--- config.mk ---
export PLATFORM = sky130hd
export DESIGN_NAME = sfifo_burst_reader
export DESIGN_NICKNAME = d
export VERILOG_FILES = /design/src/rtl/sfifo_pkg.sv /design/src/rtl/sfifo_burst_reader.sv
export SDC_FILE = /design/constraint.sdc
export NUM_CORES = 1
export LEC_CHECK = 0
export ABC_AREA = 1
export BUFFER_PORTS_ARGS = -buffer_cell sky130_fd_sc_hd__buf_2
export CAP_MARGIN = 30
export CORE_AREA = 2 2 61 63
export DETAILED_ROUTE_END_ITERATION = 7
export DIE_AREA = 0 0 63 65
export SETUP_SLACK_MARGIN = 0.05
export SLEW_MARGIN = 20
export SYNTH_ARGS = -nofsm -noshare
export SYNTH_HDL_FRONTEND = slang
export SYNTH_SLANG_ARGS = --single-unit
--- constraint.sdc ---
create_clock -name i_clk -period 2.9 [get_ports i_clk]
set_input_delay 0 -clock i_clk [delete_from_list [all_inputs] [get_ports i_clk]]
set_output_delay 0 -clock i_clk [all_outputs]
set_load 0.01 [all_outputs]
--- src/rtl/sfifo_pkg.sv ---
// Shared definitions for the sfifo read-side burst engine: state encoding,
// timer sizing and the burst-length legality check.
package sfifo_pkg;

  typedef enum logic [0:0] {
    ST_IDLE  = 1'b0,
    ST_BURST = 1'b1
  } state_t;

  // Width needed to count 0..timeout; never narrower than one bit.
  function automatic int timer_width(input int timeout);
    int w;
    w = $clog2(timeout + 1);
    return (w < 1) ? 1 : w;
  endfunction

  function automatic bit burst_fits(input int burst, input int lgflen);
    return (burst >= 1) && (burst <= (1 << lgflen));
  endfunction

endpackage

--- src/rtl/sfifo_burst_reader.sv ---
// Drains an async-read sfifo in bursts of BURST words (or a timed-out partial
// burst) onto a valid/ready stream, flagging the final beat with o_last.
module sfifo_burst_reader
  import sfifo_pkg::*;
#(
  parameter int BW      = 8,
  parameter int LGFLEN  = 4,
  parameter int BURST   = 4,
  parameter int TIMEOUT = 8
) (
  input  logic              i_clk,
  input  logic              i_reset,
  input  logic              i_fifo_empty,
  input  logic [LGFLEN:0]   i_fifo_fill,
  input  logic [BW-1:0]     i_fifo_data,
  output logic              o_fifo_rd,
  output logic              o_valid,
  input  logic              i_ready,
  output logic [BW-1:0]     o_data,
  output logic              o_last,
  output logic              o_busy
);

  // Stream handshake: a beat transfers on any rising edge where o_valid and
  // i_ready are both high; while o_valid && !i_ready, o_data/o_last hold.

  localparam int              TW        = timer_width(TIMEOUT);
  localparam logic [LGFLEN:0] BURST_LEN = (LGFLEN+1)'(BURST);
  localparam logic [LGFLEN:0] REM_ONE   = (LGFLEN+1)'(1);
  localparam logic [TW-1:0]   TMO_LAST  = (TIMEOUT == 0) ? '0 : TW'(TIMEOUT - 1);
  localparam logic [TW-1:0]   TMR_MAX   = '1;

  generate
    if (!burst_fits(BURST, LGFLEN)) begin : g_bad_burst
      $error("sfifo_burst_reader: BURST must be in 1..2**LGFLEN");
    end
  endgenerate

  state_t          state, state_n;
  logic [LGFLEN:0] rem, rem_n;
  logic [TW-1:0]   timer, timer_n;
  logic            valid_n, last_n;
  logic [BW-1:0]   data_n;
  logic            rd;

  always_comb begin
    state_n = state;
    rem_n   = rem;
    timer_n = timer;
    rd      = 1'b0;
    valid_n = o_valid;
    last_n  = o_last;
    data_n  = o_data;

    case (state)
      ST_IDLE: begin
        if (i_fifo_fill >= BURST_LEN) begin
          rem_n   = BURST_LEN;
          state_n = ST_BURST;
          timer_n = '0;
        end else if ((TIMEOUT != 0) && (i_fifo_fill != '0) && (timer == TMO_LAST)) begin
          rem_n   = i_fifo_fill;
          state_n = ST_BURST;
          timer_n = '0;
        end else if (i_fifo_fill != '0) begin
          if (timer != TMR_MAX) timer_n = timer + 1'b1;
        end else begin
          timer_n = '0;
        end
      end
      ST_BURST: begin
        // An empty FIFO simply stalls the burst; rem is kept so no word is skipped.
        rd = !i_fifo_empty && (rem != '0) && (!o_valid || i_ready) && !i_reset;
        if (rd) begin
          rem_n = rem - REM_ONE;
          if (rem == REM_ONE) state_n = ST_IDLE;
        end
      end
      default: state_n = ST_IDLE;
    endcase

    if (rd) begin
      data_n  = i_fifo_data;
      valid_n = 1'b1;
      last_n  = (rem == REM_ONE);
    end else if (o_valid && i_ready) begin
      valid_n = 1'b0;
      last_n  = 1'b0;
    end
  end

  always_ff @(posedge i_clk) begin
    if (i_reset) begin
      state   <= ST_IDLE;
      rem     <= '0;
      timer   <= '0;
      o_valid <= 1'b0;
      o_last  <= 1'b0;
      o_data  <= '0;
    end else begin
      state   <= state_n;
      rem     <= rem_n;
      timer   <= timer_n;
      o_valid <= valid_n;
      o_last  <= last_n;
      o_data  <= data_n;
    end
  end

  assign o_fifo_rd = rd;
  assign o_busy    = (state == ST_BURST);

endmodule

==> impl_results.md <==
- Status: finished clean
- CTS Hold Bufs: 11
- Dominant cell type by area after synthesis: dfxtp_1
- Post-route cell area: roughly 1300 um2
- Synthesized area: ~1000 um2
- Worst clock skew: 5.89 ps
- Post-Syn Nets: approximately 160
- Tot GR Track Use: approximately 11%
- Routed vias/inst: ~4.1
- DR DRC count: 0
- Sequential element share of the synthesized area: 40.1%
- Io pins: 29
- Core area: 3500 um2
- GPL Wtd Cong: 0.730
- Slew Viols, Final: 0
- Post-CTS setup buffers: 0
- Cell variety after synth: 23
- Clock transition at path regs: 120 ps
- CP bufs+invs: 4
- Most frequent CP cell: dlygate4sd3_1
- Crit-path slowest cell: dlygate4sd3_1
- Hold Crit Class: input pin to flop
- CTS Sinks: 20
- Max Cap Viol: 0
- Critical Path AT: approximately 2000 ps
- FF+latch count, synth: 20
- CTS HTree Levels: 1
- Leakage: 0.640 nW
- P_sw: 0.000165 W
- Synth top area share: between 40% and 50%
- Gr ovfl total: 0
- Internal power: ~0.00048 W
- Worst-path maximum fanout: 19
- Final hold violation count: 0
- Cell family with most CP delay: buffers and inverters
- Post-Syn Instances: 143
- Highest ir drop seen on vdd: 0.000141 V
- Largest cells by area after synthesis: dfxtp_1, nor2_1, nand2_1
- Total negative slack: 0 ps
- TritonCTS clock tree: yes
- Reg power frac: 46.2%
- Relative slew slack: 78.6%
- Clock Latency Late Sink: 310 ps
- Final period utilization: roughly 61%
- Syn. warnings: 0
- RSZ-0062 raised after global routing: no
- 1st-pass router iterations: 3
- Worst slew pin tran: between 300 and 400 ps
- Via count: 953
- Worst Hold Slack: 73.7 ps
- Initial Utilization: 28.6%
- P&R area growth vs syn: 33.2%
- Die H: about 65 um
- Port bufs: 28
- Worst path max stage delay: 560 ps
- Number of global-route vias before repair: 871
- Final Util: between 30% and 40%
- Final wirelength: 2120 um
- TritonCTS buffer count: 3
- DP HPWL: 1530 um
- Setup violations, final: 0
- Initial antenna violation count: 0
- PD cells: 488 nW/um2
- Final WS setup: 1140 ps
- First-pass GRT wire length: 3640 um
- Post-DRT Antenna Nets: 0
- Combinational power share: 18.3%
- Num rows: 22
- Sw Ratio: 25.5%
- Final #Nets: just over 200
- Number of antenna diodes: 0
- DR iter-0 viols: 42
- PostCTS Resize Cnt: 0
- Wirelength per Cell: 9.20 um
- Die width: 63 um
- Clock Path Buffers: 2
- Post-Place Cell Area: 1170 um2
- Tmin final: 1760 ps
- Die ar.: 4100 um2
- Critical path cell sequence: dlygate4sd3_1 > buf_2 > inv_2 > nand2_2 > nor2_4 > nand2_4 > a21oi_1 > dlygate4sd3_1
- Post-synth EDFFs: 0
- Critical Path Start Type: input pin
- Critical Path End Type: flop
- Fmax: 568 MHz
- Largest net degree at the start of global routing: 20
- Async S/R FF share, synth: 0%
- CP Class: input pin to flop
- Clk pwr share: 35.5%
- Mapped Avg Cell Area: between 6 and 7 um2
- CTS root buf: clkbuf_4
- Share of cells above drive strength 1: 21.4%
- Worst slack at placement: 1490 ps
- Main flop type after synthesis: dfxtp_1
- Worst EP required: roughly 3200 ps
[power groups by stage]
stage | combinational (W) | sequential [W] | clock [W]
after detailed placement | 0.000109 | 0.000306 | 0
after global placement | 0.000109 | 0.000306 | 0
final | 0.000119 | 0.000300 | 0.000230
after global routing | 0.000138 | 0.000302 | 0.000246
after floorplan | 0.0000764 | 0.000308 | 0
after CTS | 0.000120 | 0.000300 | 0.000236
[cells in the mapped netlist (2+ instances only)]
library cell / instances
a21oi_1: 8
buf_6: 2
dfxtp_1: 20
ha_1: 3
inv_1: 13
inv_2: 2
nand2_1: 29
nand3_1: 9
nor2_1: 31
nor2_4: 2
o21ai_0: 5
o21ai_1: 6
o22ai_1: 3
[path summary, 6_finish.rpt]
path                start  endpoint  slack, ps  depth (start not counted)
max               i_reset   o_valid       1140                          8
min          i_fifo_empty    rem[4]         70                          6
max reg2reg        rem[0]   o_valid       1160                          6
min reg2reg        rem[4]    rem[4]        490                          2
[layout by cell type, fill, tap and decap left out]
cell type	synthesis	final
o21ai_1	6	6
o21ai_0	5	5
nand2_2	1	1
a21boi_1	1	1
nand3b_1	1	1
clkbuf_4	0	3
nand3_1	9	9
a21boi_0	1	1
nand4_1	1	1
ha_1	3	3
dfxtp_1	20	20
o22ai_1	3	3
a21oi_1	8	8
nand2_1	29	29
nand2_4	1	1
nand3b_2	1	1
nor2_4	2	2
bufinv_16	0	1
inv_2	2	2
xor2_1	1	1
buf_2	1	28
nor2_1	31	31
dlygate4sd3_1	0	11
inv_1	13	13
[metrics by stage]
stage	total power [W]	instances
5_1_grt	0.000686	230
6_report	0.000649	230
3_5_place_dp	0.000415	215
3_3_place_gp	0.000414	215
2_1_floorplan	0.000385	143
4_1_cts	0.000656	230
[kinds of logic (layout without fill, tap and decap cells)]
kind of cell	Yosys count	in the layout	share of synthesized area, %
flip-flops	20	20	40.1
adder cells (fa/ha/maj)	3	3	3.76
buffers and inverters	19	58	8.77
AND/OR/NAND/NOR	76	76	33.6
XOR/XNOR	1	1	0.877
AO/OA/AOI/OAI	24	24	12.9
[layout make-up]
type | count | area, um2
clock inverter | 1 | 30.0
multi-input combinational | 104 | 510
inverter | 15 | 56.3
clock buffer | 3 | 22.5
sequential | 20 | 400
timing repair buffer | 39 | 250
tap | 48 | 60.1
fill | 385 | 2170
[state kept, by name (all words and copies together), names as in the netlist]
register,count
o_last,1
o_busy,1
timer,4
o_data,8
rem,5
o_valid,1
[worst reg2reg max path, delay by kind of cell (launching register included)]
| family | cells | cell delay [ps] |
|---|---|---|
| compound gates | 1 | 90 |
| fa+ha+maj | 1 | 230 |
| buf+inv | 2 | 670 |
| flops | 1 | 350 |
| simple gates | 2 | 310 |
[routing by layer]
layer | wire length, um | up-vias | share of wire, % | GRT usage (%)
li1 | - | 533 | - | -
met1 | 1030 | 397 | 49 | 13.6
met2 | 941 | 19 | 44 | 18.2
met3 | 97 | 4 | 4.6 | 2.95
met4 | 43 | 0 | 2.0 | 5.00
met5 | 0 | - | 0 | 0
Power figures use the tool's default switching activity.
